**src/rtl/fetch_queue.sv**
```systemverilog
// Instruction prefetch queue between the icache and IF/ID: owns the fetch PC, buffers {instr, PC+4}.
// Optional same-cycle bypass of an empty queue is enabled by defining FETCHQ_BYPASS_EN.
module fetch_queue #(
    parameter int                DEPTH   = 4,
    parameter int                WORD_W  = 32,
    parameter logic [WORD_W-1:0] PC_INIT = {WORD_W{1'b0}}
) (
    input  logic                     CLK,
    input  logic                     nRST,
    input  logic                     ihit,
    input  logic [WORD_W-1:0]        imemload,
    output logic                     imemREN,
    output logic [WORD_W-1:0]        imemaddr,
    input  logic                     redirect,
    input  logic [WORD_W-1:0]        redirect_pc,
    input  logic                     halt_fetch,
    input  logic                     deq,
    output logic                     valid,
    output logic [WORD_W-1:0]        instr,
    output logic [WORD_W-1:0]        npc,
    output logic [$clog2(DEPTH):0]   count
);
    localparam int PTR_W = $clog2(DEPTH);
    localparam int CNT_W = PTR_W + 1;
    localparam logic [PTR_W-1:0]  PTR_ONE  = {{(PTR_W-1){1'b0}}, 1'b1};
    localparam logic [CNT_W-1:0]  CNT_ONE  = {{(CNT_W-1){1'b0}}, 1'b1};
    localparam logic [CNT_W-1:0]  CNT_FULL = CNT_W'(DEPTH);
    localparam logic [WORD_W-1:0] PC_STEP  = {{(WORD_W-3){1'b0}}, 3'b100};

    logic [WORD_W-1:0] mem_instr_r [DEPTH];
    logic [WORD_W-1:0] mem_npc_r   [DEPTH];
    logic [PTR_W-1:0]  head_r;
    logic [PTR_W-1:0]  tail_r;
    logic [CNT_W-1:0]  count_r;
    logic [WORD_W-1:0] fetch_pc_r;
    logic              halted_r;

    logic              full_s;
    logic              empty_s;
    logic              ren_s;
    logic              fetch_s;
    logic              bypass_s;
    logic              consume_s;
    logic              enq_s;
    logic              pop_s;
    logic [WORD_W-1:0] pc_plus4_s;
    logic [CNT_W-1:0]  count_nxt_s;
    logic [WORD_W-1:0] fetch_pc_nxt_s;

    assign full_s     = (count_r == CNT_FULL);
    assign empty_s    = (count_r == {CNT_W{1'b0}});
    assign ren_s      = !full_s && !halted_r && !redirect;
    assign fetch_s    = ren_s && ihit;
    assign pc_plus4_s = fetch_pc_r + PC_STEP;

`ifdef FETCHQ_BYPASS_EN
    assign bypass_s = empty_s && fetch_s;
`else
    assign bypass_s = 1'b0;
`endif

    // A bypassed word taken by decode in the same cycle never touches storage.
    assign consume_s = bypass_s && deq;
    assign enq_s     = fetch_s && !consume_s;
    assign pop_s     = deq && !empty_s && !redirect;

    assign imemREN  = ren_s;
    assign imemaddr = fetch_pc_r;
    assign count    = count_r;

    // Head-of-queue presentation, with the bypassed word shown when the queue is empty.
    always_comb begin
        valid = 1'b0;
        instr = {WORD_W{1'b0}};
        npc   = {WORD_W{1'b0}};
        if (!empty_s) begin
            valid = 1'b1;
            instr = mem_instr_r[head_r];
            npc   = mem_npc_r[head_r];
        end else if (bypass_s) begin
            valid = 1'b1;
            instr = imemload;
            npc   = pc_plus4_s;
        end else begin
            valid = 1'b0;
        end
    end

    // Occupancy and fetch PC next-state.
    always_comb begin
        count_nxt_s    = count_r;
        fetch_pc_nxt_s = fetch_pc_r;
        case ({enq_s, pop_s})
            2'b10:   count_nxt_s = count_r + CNT_ONE;
            2'b01:   count_nxt_s = count_r - CNT_ONE;
            default: count_nxt_s = count_r;
        endcase
        if (redirect) begin
            fetch_pc_nxt_s = {redirect_pc[WORD_W-1:2], 2'b00};
        end else if (fetch_s) begin
            fetch_pc_nxt_s = pc_plus4_s;
        end else begin
            fetch_pc_nxt_s = fetch_pc_r;
        end
    end

    // Control state: pointers, occupancy, fetch PC and the sticky halt flag.
    always_ff @(posedge CLK or negedge nRST) begin
        if (!nRST) begin
            head_r     <= {PTR_W{1'b0}};
            tail_r     <= {PTR_W{1'b0}};
            count_r    <= {CNT_W{1'b0}};
            fetch_pc_r <= PC_INIT;
            halted_r   <= 1'b0;
        end else begin
            halted_r   <= halted_r || halt_fetch;
            fetch_pc_r <= fetch_pc_nxt_s;
            if (redirect) begin
                head_r  <= {PTR_W{1'b0}};
                tail_r  <= {PTR_W{1'b0}};
                count_r <= {CNT_W{1'b0}};
            end else begin
                count_r <= count_nxt_s;
                if (enq_s) begin
                    tail_r <= tail_r + PTR_ONE;
                end
                if (pop_s) begin
                    head_r <= head_r + PTR_ONE;
                end
            end
        end
    end

    // Entry storage, cleared on reset so stale words never reach decode.
    always_ff @(posedge CLK or negedge nRST) begin
        if (!nRST) begin
            for (int i = 0; i < DEPTH; i++) begin
                mem_instr_r[i] <= {WORD_W{1'b0}};
                mem_npc_r[i]   <= {WORD_W{1'b0}};
            end
        end else if (enq_s) begin
            mem_instr_r[tail_r] <= imemload;
            mem_npc_r[tail_r]   <= pc_plus4_s;
        end
    end
endmodule

```
**config.mk**
```make
export PLATFORM = sky130hd
export DESIGN_NAME = fetch_queue
export DESIGN_NICKNAME = d
export VERILOG_FILES = /design/src/rtl/fetch_queue.sv
export SDC_FILE = /design/constraint.sdc
export NUM_CORES = 1
export LEC_CHECK = 0
export ABC_CLOCK_PERIOD_IN_PS = 3000
export CORE_MARGIN = 8
export CORE_UTILIZATION = 40
export CTS_CLUSTER_SIZE = 40
export DETAILED_ROUTE_END_ITERATION = 8
export PLACE_DENSITY = 0.58
export REMOVE_ABC_BUFFERS = 1
export SYNTH_ARGS = -nofsm -noshare
export SYNTH_HDL_FRONTEND = slang
export SYNTH_SLANG_ARGS = --single-unit
```
**constraint.sdc**
```tcl
create_clock -name CLK -period 3 [get_ports CLK]
set_input_delay 0.45 -clock CLK [delete_from_list [all_inputs] [get_ports CLK]]
set_output_delay 0.45 -clock CLK [all_outputs]
set_load 0.02 [all_outputs]
```
* Word level (Yosys, flattened, before mapping) *
Cells that the tools add are included.

storage, ports and cells
  flip-flop bits (word level) = 296
  input port bits = 70
  output and inout bits = 101

operators by class
  add/subtract/negate cells = 5
  magnitude comparators = 3
  eq/ne operators = 3
  mux-type cells = 21
  bitwise gates (word level) = 2
  reduce and logical (&&, ||, !) cells = 15

operators with widths
  kind                                                                          count
  32-bit two-way mux                                                            9
  128-bit bitwise mux                                                           2
  32-bit binary-select mux with 2-bit select                                    2
  32-bit demux with 2-bit select                                                1
  32-bit by 3-bit adder with 32-bit output, second input constant               1
  2-bit two-way mux                                                             4
  3-bit greater-or-equal comparator, second input constant                      2
  1-bit logical AND                                                             6
  2-bit inverter with 3-bit output                                              2
  3-bit one-hot mux with 2 select lines                                         1
  2-bit by 1-bit adder with 2-bit output, second input constant                 2
  1-bit zero test                                                               4
  2-bit nonzero test                                                            2
  3-bit by 1-bit adder with 3-bit output, second input constant                 1
  3-bit == test, second input constant                                          1
  3-bit zero test                                                               1
  3-bit by 1-bit less-than comparator with 1-bit output, second input constant  1
  3-bit two-way mux                                                             1
  3-bit nonzero test                                                            1
  3-bit by 1-bit subtractor with 3-bit output, second input constant            1
  2-bit by 1-bit == test with 1-bit output, second input constant               1
  2-bit == test, second input constant                                          1
  1-bit logical OR                                                              1
  1-bit two-way mux                                                             1

* Logic depth before layout (Yosys ltp) *
Gate-level depths: netlist of run 1.

  depth in word-level cells = 8
  mapped depth = 10
  mapped depth without buffers = 7

* Least setup slack after synthesis of run 1 *
No wires, ideal clock.

  path type = register to register
  from = register count_r[2] (netlist: count[2])
  to = register count_r[2] (netlist: count[2])
  library setup time = 135 ps
  data arrival time = 2340 ps
  slack = 525 ps
  cell stages (with the launch flop) = 11
  buffers on the path = 3
  path through = dfrtp_1 nor3b_1 nor4b_1 buf_2 buf_2 buf_2 nor3_1 fa_1 nor3_1 o21ai_0 nor3b_1

between the ends
  cells in the longest elaborated chain, start to end = 8

ends and longest elaborated chain
  element                                                                           line  text
  from (decl)                                                                       34    logic [CNT_W-1:0] count_r;
  from (signal assigned)                                                            112   count_r <= {CNT_W{1'b0}};
  from (signal assigned)                                                            121   count_r <= {CNT_W{1'b0}};
  from (signal assigned)                                                            123   count_r <= count_nxt_s;
  3-bit == test                                                                     50    assign full_s = (count_r == CNT_FULL);
  1-bit zero test                                                                   52    assign ren_s = !full_s && !halted_r && !redirect;
  1-bit logical AND (2 in series)                                                   52
  1-bit logical AND                                                                 53    assign fetch_s = ren_s && ihit;
  2-bit by 1-bit == test with 1-bit output / 2-bit == test (equally long branches)  93    case ({enq_s, pop_s})
  3-bit one-hot mux with 2 select lines                                             93
  3-bit two-way mux                                                                 118   if (redirect) begin

Parallel ways exist; a longest one is shown, timed or not.
A chain may end at the register's enable or synchronous reset.

* Final worst setup path of run 1 *
  from = register count_r[0] (netlist: count[0])
  to = output instr[6]

between the ends
  cells in the longest elaborated chain, start to end = 2

ends and longest elaborated chain
  element             line  text
  3-bit zero test     51    assign empty_s = (count_r == {CNT_W{1'b0}});
  32-bit two-way mux  76    if (!empty_s) begin
  to (decl)           19    output logic [WORD_W-1:0] instr,

No other way between the ends.

==> run metrics, run 1 <==
most frequent cells in the layout=284 x dfrtp_1, 152 x nand2_1, 140 x mux2_2; Final setup viols=0; share of cells above drive strength 1=0.235; Post-synth EDFFs=0; Post-Route WL=33.7 mm; routed via count=8930; critical path endpoint category=output port; H-tree depth=1; final hold vios=0; worst-case vdd ir drop=379 µV; Starting Density=0.403; Chip Height=199 µm; commonest non-fill, non-tap cell in the layout=dfrtp_1; DP Cell Count=1651; total of warnings raised by yosys=0; slew margin rel.=0.347; DRC errors left=0; gr ovfl total=0; cell count after synthesis=1088; status=completed; hold crit path type=in2reg; post-synthesis average cell area=12.3 µm²; Pre-antenna DRT Iters=4; HPWL Detailed=21.6 mm; RSZ-0062 raised after global routing=no; post-route clock period utilization=0.969; Int Pwr=6.54 mW; largest net degree at the start of global routing=90; # diodes=0; area delta synth->final=23.7%; synthesized cell area=0.0134 mm²; ys flop type=dfrtp_1; IO Port Bufs=164; Max Freq=344 MHz; Final Slew Violations=0; final worst path period need=2.91 ns; CTS tree=done; Clock Tree Buf Depth=3; Worst-path clk slew=0.06 ns; slowest CP cell=clkdlybuf4s50_1; total negative slack=0 ns; Hold WS=0.305 ns; crit path kind=reg2out; FF+latch count, synth=286; Clock Tree Root=clkbuf_16; crit path DAT=2.46 ns; Post-CTS Setup Inserts=0; Placer Congestion=0.760; required time worst endpoint=2.55 ns; final setup skew=0.0151 ns; sequential cell area fraction in the yosys report=0.534; PwrDens=536 mW/mm²; Clk pwr share=0.390; NumNets Final=1313; number of global-route vias before repair=9489; sw frac=0.265; Die Width=199 µm; clock latency on the worst-skew pair=0.55 ns; Comb pwr share=0.147; WL/cell=19.8 µm; # rows=67; fraction of registers with async set/reset=1.00; Psw=2.35 mW; initial drt markers=467; crit-path cells=or3_2 > buf_6 > and2_1 > clkdlybuf4s50_1; Max Cap Violations=0; crit-path max FO=40; Flop pwr share=0.463; initial antenna violation count=0; Sink Count=286; # IOs=171; cts bufs inserted=31; final antenna-violating net count=0; final std cells w/o fill=1703; Slew @ Worst Pin=0.978 ns; via/cell ratio=5.24; # fillers=3020; Critical Path Max Stage Delay=0.53 ns; core box area=0.0333 mm²; first-pass GRT wire length=54.7 mm; die area=0.0396 mm²; startpoint types=flop; LEAKAGE=7.99 nW; Total Routing Usage GR=0.173; Netlist cell types=53
-- metal layers --
| layer | vias to the layer above | global-route usage | wire, µm |
|---|---|---|---|
| met5 | - | 0 | 0 |
| met4 | 0 | 0.0346 | 499 |
| met3 | 39 | 0.0355 | 1940 |
| met2 | 174 | 0.265 | 15400 |
| met1 | 4538 | 0.252 | 15800 |
| li1 | 4179 | - | - |
-- through the flow --
stage	util	worst slack (ns)	power (mW)	area, µm²
finish	0.499	0.0916	8.89	16600
CTS	0.497	-0.0139	9.05	16500
global placement	0.470	0.448	5.51	15700
detailed placement	0.470	0.441	5.53	15700
floorplan	-	-2.71	4.82	13100
global route	0.499	0.00179	9.29	16600
-- power groups by stage --
stage,combinational [mW],sequential [mW],clock (mW)
3_5_place_dp,1.35,4.18,0
4_1_cts,1.36,4.11,3.58
3_3_place_gp,1.34,4.17,0
5_1_grt,1.45,4.13,3.71
2_1_floorplan,0.533,4.29,0
6_report,1.31,4.11,3.47
-- state kept, by name, summed over array words and instances, names as in the netlist --
| register | flops |
|---|---|
| mem_instr_r | 128 |
| mem_npc_r | 120 |
| imemaddr | 30 |
| count | 3 |
| head_r | 2 |
| tail_r | 2 |
| halted_r | 1 |
-- layout make-up --
| cell class | count | area (µm²) | share of cell area |
|---|---|---|---|
| clock buffer | 45 | 868 | 0.0523 |
| clock inverter | 6 | 30.0 | 0.00181 |
| inverter | 7 | 26.3 | 0.00158 |
| multi-input combinational | 719 | 5920 | 0.357 |
| sequential | 286 | 7160 | 0.432 |
| tap | 448 | 561 | 0.0338 |
| timing repair buffer | 192 | 2030 | 0.122 |
-- worst paths after layout --
kind                            cells past startpoint     startpoint  slack, ns          endpoint
worst min register to register                      2  mem_npc_r[45]       0.47     mem_npc_r[45]
max in group asynchronous                           3           nRST       1.55         head_r[0]
worst min-delay path                                2       redirect       0.31      imemaddr[10]
worst max register to register                      8       count[0]       0.38          count[2]
min in group asynchronous                           2           nRST       0.48  mem_instr_r[113]
worst max-delay path                                4       count[0]       0.09          instr[6]
-- cell families after synthesis --
kind of cell               share of synthesized area
AOI/OAI and AO/OA                             0.0677
xor gates and xnor gates                      0.0209
adders and majority gates                    0.00616
buffers and inverters                         0.0287
DFF                                            0.534
muxes                                          0.222
other                                       0.000280
and+or+nand+nor                                0.120
-- cells in the mapped netlist (all sizes together) (2+ instances only) --
cell,count,area [µm²]
a21o,3,22.5
a21oi,5,25.0
a221o,3,30.0
a22oi,8,60.1
and2,63,394
and3,5,31.3
buf,40,213
clkbuf,39,146
dfrtp,286,7160
ha,5,62.6
inv,7,26.3
mux2,140,1580
mux4,62,1400
nand2,157,597
nand3,26,145
nand3b,3,22.5
nand4,11,96.3
nor2,17,66.3
nor2b,3,18.8
nor3,10,55.1
nor3b,3,22.5
nor4,4,76.3
o211ai,3,22.5
o21ai,121,606
o221ai,7,61.3
o311ai,4,35.0
o31ai,2,15.0
or2,2,12.5
or3,6,37.5
xnor2,15,131
xor2,17,149
-- worst max-delay path: cells and delay by family (launching register included) --
family / cells / cell delay, ns
simple gates: 2 / 0.69
buf+inv: 2 / 0.74
flops: 1 / 0.45
-- what timing repair did --
| action | in CTS | in global routing |
|---|---|---|
| resized for setup | 42 | 24 |
| endpoints found under the hold margin | 75 | 0 |
| setup endpoints to repair | 62 | 23 |
| hold buffers | 1 | 0 |
Note: power is estimated with default switching activity, not from simulation.
==> inputs of run 2 (changes only) <==
Settings changed: SKIP_LAST_GASP set to 1.
==> run metrics, run 2 (synthesis gave the netlist of run 1 again) <==
slowest CP cell=clkdlybuf4s50_1; clock latency on the worst-skew pair=0.55 ns; first-pass GRT wire length=54.7 mm; via/cell ratio=5.24; post-route clock period utilization=1.00; initial drt markers=470; # IOs=171; RSZ-0062 raised after global routing=yes; final hold vios=0; critical path endpoint category=output port; crit path DAT=2.56 ns; largest net degree at the start of global routing=90; Largest register FFs=128; share of cells above drive strength 1=0.244; Max Freq=332 MHz; crit-path cells=buf_16 > mux4_2 > and2_1 > clkdlybuf4s50_1; routed wl met2=15.5 mm; Most flops, register=mem_instr_r; Pre-antenna DRT Iters=4; HPWL Detailed=21.6 mm; LEAKAGE=8.52 nW; Slew @ Worst Pin=0.983 ns; core box area=0.0333 mm²; Final setup viols=1; initial antenna violation count=0; Chip Height=199 µm; WL/cell=19.9 µm; crit-path max FO=15; H-tree depth=1; routed via count=8998; Worst-path clk slew=0.06 ns; area delta synth->final=25.7%; Clock Tree Root=clkbuf_16; Hold WS=0.307 ns; Clock Tree Buf Depth=3; hold path cells=2; Placer Congestion=0.760; hold crit path type=in2reg; Metal-1 WL=16.2 mm; Post-Route WL=34.2 mm; worst r2r path cells=8; slew margin rel.=0.344; final worst path period need=3.01 ns; cts bufs inserted=31; DRC errors left=0; die area=0.0396 mm²; Max Cap Violations=0; worst-case vdd ir drop=403 µV; gr ovfl total=0; Die Width=199 µm; CTS tree=done; final antenna-violating net count=0; setup slack after layout=-0.0108 ns; number of global-route vias before repair=9499; Critical Path Max Stage Delay=0.55 ns; Final Slew Violations=0; status=complete, but fails checks; Sink Count=286; # rows=67; crit path kind=reg2out; required time worst endpoint=2.55 ns; DR top layer=met4; final setup skew=0.0149 ns; IO Port Bufs=164; Starting Density=0.403; commonest non-fill, non-tap cell in the layout=dfrtp_1; WL met3=1.94 mm; PwrDens=534 mW/mm²; Total Routing Usage GR=0.173; startpoint types=flop; failing checks=setup timing; # diodes=0; most frequent cells in the layout=284 x dfrtp_1, 152 x nand2_1, 140 x mux2_2; NumNets Final=1328; total negative slack=-0.0108 ns
run 2: path summary, 6_finish.rpt:
check                              startpoint                to  slack (ns)
worst max-delay path                head_r[0]         instr[28]       -0.01
worst min-delay path                 redirect       imemaddr[5]        0.31
worst max register to register       count[0]          count[2]        0.38
worst min register to register  mem_npc_r[45]     mem_npc_r[45]        0.47
max in group asynchronous                nRST         head_r[0]        1.54
min in group asynchronous                nRST  mem_instr_r[113]        0.47
run 2: final cells by class:
cell class              count  area, µm²
clock buffers              45        868
clock inverters             6       30.0
fillers                  2997      16400
inverters                   7       26.3
multi-input cells         719       5920
flip-flops and latches    286       7160
well taps                 448        561
repair buffers            207       2290
run 2: through the flow:
stage	power (mW)	utilization	cell area, µm²	setup slack [ns]	instances
2_1_floorplan	4.82	-	13100	-2.71	1012
3_3_place_gp	5.51	0.470	15700	0.448	1651
3_5_place_dp	5.53	0.470	15700	0.441	1651
4_1_cts	9.06	0.498	16600	-0.0994	1703
5_1_grt	9.41	0.507	16900	-0.0944	1718
6_report	9.01	0.507	16900	-0.0108	1718
run 2: metal layers:
metal	GRT usage	up-vias
li1	-	4209
met1	0.252	4570
met2	0.266	180
met3	0.0355	39
met4	0.0346	0
met5	0	-
run 2: worst max-delay path, delay by kind of cell (launching register included):
| family | cells | cell delay [ns] |
|---|---|---|
| buffers and inverters | 2 | 0.76 |
| DFF | 1 | 0.52 |
| muxes | 1 | 0.52 |
| and+or+nand+nor | 1 | 0.20 |
run 2: timing repair:
action,in CTS,in global routing
endpoints found under the hold margin,75,0
setup buffers,0,13
resized for setup,8,57
hold buffers,1,0
pin swaps,0,0
cloned,0,2
setup endpoints to repair,62,56
run 2: report_power, final:
group	internal, mW	total, mW	switching, mW
clock network	1.98	3.46	1.49
registers	3.98	4.12	0.138
logic	0.669	1.43	0.756
==> inputs of run 3 (changes only) <==
Settings changed: DONT_BUFFER_PORTS set to 1, PLACE_DENSITY 0.58 to 0.51.
==> run metrics, run 3 (synthesis gave the netlist of run 1 again) <==
status=complete, but fails checks; failing checks=hold timing; CTS tree=done; crit-path max FO=19; PwrDens=599 mW/mm²; share of cells above drive strength 1=0.285; pre-CTS setup slack=0.495 ns; crit path DAT=2.30 ns; final core utilization=0.456; slew margin rel.=0.329; Critical Path Max Stage Delay=0.71 ns; Sink Count=286; total negative slack=0 ns; Largest register FFs=128; die area=0.0396 mm²; # rows=67; most frequent cells in the layout=284 x dfrtp_1, 152 x nand2_1, 140 x mux2_2; required time worst endpoint=2.55 ns; DP Cell Count=1495; WL/cell=21.4 µm; Placer Congestion=0.747; crit path kind=reg2out; worst-case vdd ir drop=469 µV; final total power=9.10 mW; setup slack after layout=0.250 ns; # diodes=0; Final Slew Violations=0; final worst path period need=2.75 ns; routed via count=8374; clock latency on the worst-skew pair=0.50 ns; via/cell ratio=5.39; DRC errors left=0; dpl cell area=0.0141 mm²; reg2reg end=imemaddr[16]; worst r2r path cells=6; critical path endpoint category=output port; final std cells w/o fill=1555; final antenna-violating net count=0; r2r setup slk=0.50 ns; post-route clock period utilization=0.917; # IOs=171; Design Area, Final=0.0152 mm²; Max Freq=364 MHz; Hold WS=-0.346 ns; cts bufs inserted=34; initial antenna violation count=0; Pre-antenna DRT Iters=4; Die Width=199 µm; H-tree depth=2; largest net degree at the start of global routing=287; commonest non-fill, non-tap cell in the layout=dfrtp_1; Starting Density=0.403; slowest CP cell=dfrtp_4; Total Routing Usage GR=0.170; Slew @ Worst Pin=1.01 ns; Clock Tree Buf Depth=3; final hold vios=286; # fillers=3110; Clock Tree Root=clkbuf_16; initial drt markers=484; gr ovfl total=0; NumNets Final=1159; hold crit path type=in2async; Post-Route WL=33.2 mm; IO Port Bufs=0; number of global-route vias before repair=9001; core box area=0.0333 mm²; Max Cap Violations=0; HPWL Detailed=21.5 mm; Most flops, register=mem_instr_r; LEAKAGE=6.92 nW; first-pass GRT wire length=53.3 mm; Worst-path clk slew=0.06 ns; RSZ-0062 raised after global routing=no; crit-path cells=buf_12 > mux4_2 > and2_1; final setup skew=0.0189 ns; Worst R2R Start=count[0]; startpoint types=flop; Chip Height=199 µm; area delta synth->final=13.2%; Final setup viols=0
-- run 3: what timing repair did --
action,4_1_cts,5_1_grt
resized for setup,0,0
hold endpoints to repair,286,286
setup buffers,0,0
-- run 3: final cells by class --
class,count,area (µm²),area share
clock inverter,13,100,0.00659
multi-input combinational,719,5920,0.390
inverter,7,26.3,0.00173
tap,448,561,0.0369
timing repair buffer,35,425,0.0280
sequential,286,7160,0.472
clock buffer,47,991,0.0653
-- run 3: worst max path at each step --
stage	from	end	slack, ns	cells past startpoint
2_1_floorplan	count[2]	mem_instr_r[32]	-2.71	4
3_3_place_gp	count[0]	imemaddr[16]	0.54	6
3_5_place_dp	count[0]	imemaddr[16]	0.49	6
4_1_cts	head_r[0]	npc[28]	0.19	3
5_1_grt	head_r[0]	npc[28]	0.13	3
6_report	head_r[0]	npc[28]	0.25	3
-- run 3: metal layers --
metal	GRT usage	wire, µm
met2	0.267	15100
met5	0	0
met3	0.0495	2460
met4	0.0354	515
met1	0.233	15200
-- run 3: power by group --
part / total [mW] / leakage, nW / internal (mW) / switching (mW)
sequential: 4.16 / 3.91 / 3.98 / 0.184
clock: 4.00 / 0.546 / 2.40 / 1.60
combinational: 0.936 / 2.47 / 0.397 / 0.539
total: 9.10 / 6.92 / 6.78 / 2.32
-- run 3: critical path, delay by kind of cell (launching register included) --
| kind | cells | cell delay [ns] |
|---|---|---|
| AND/OR/NAND/NOR | 1 | 0.28 |
| buffers and inverters | 1 | 0.27 |
| flip-flops | 1 | 0.71 |
| multiplexers | 1 | 0.54 |
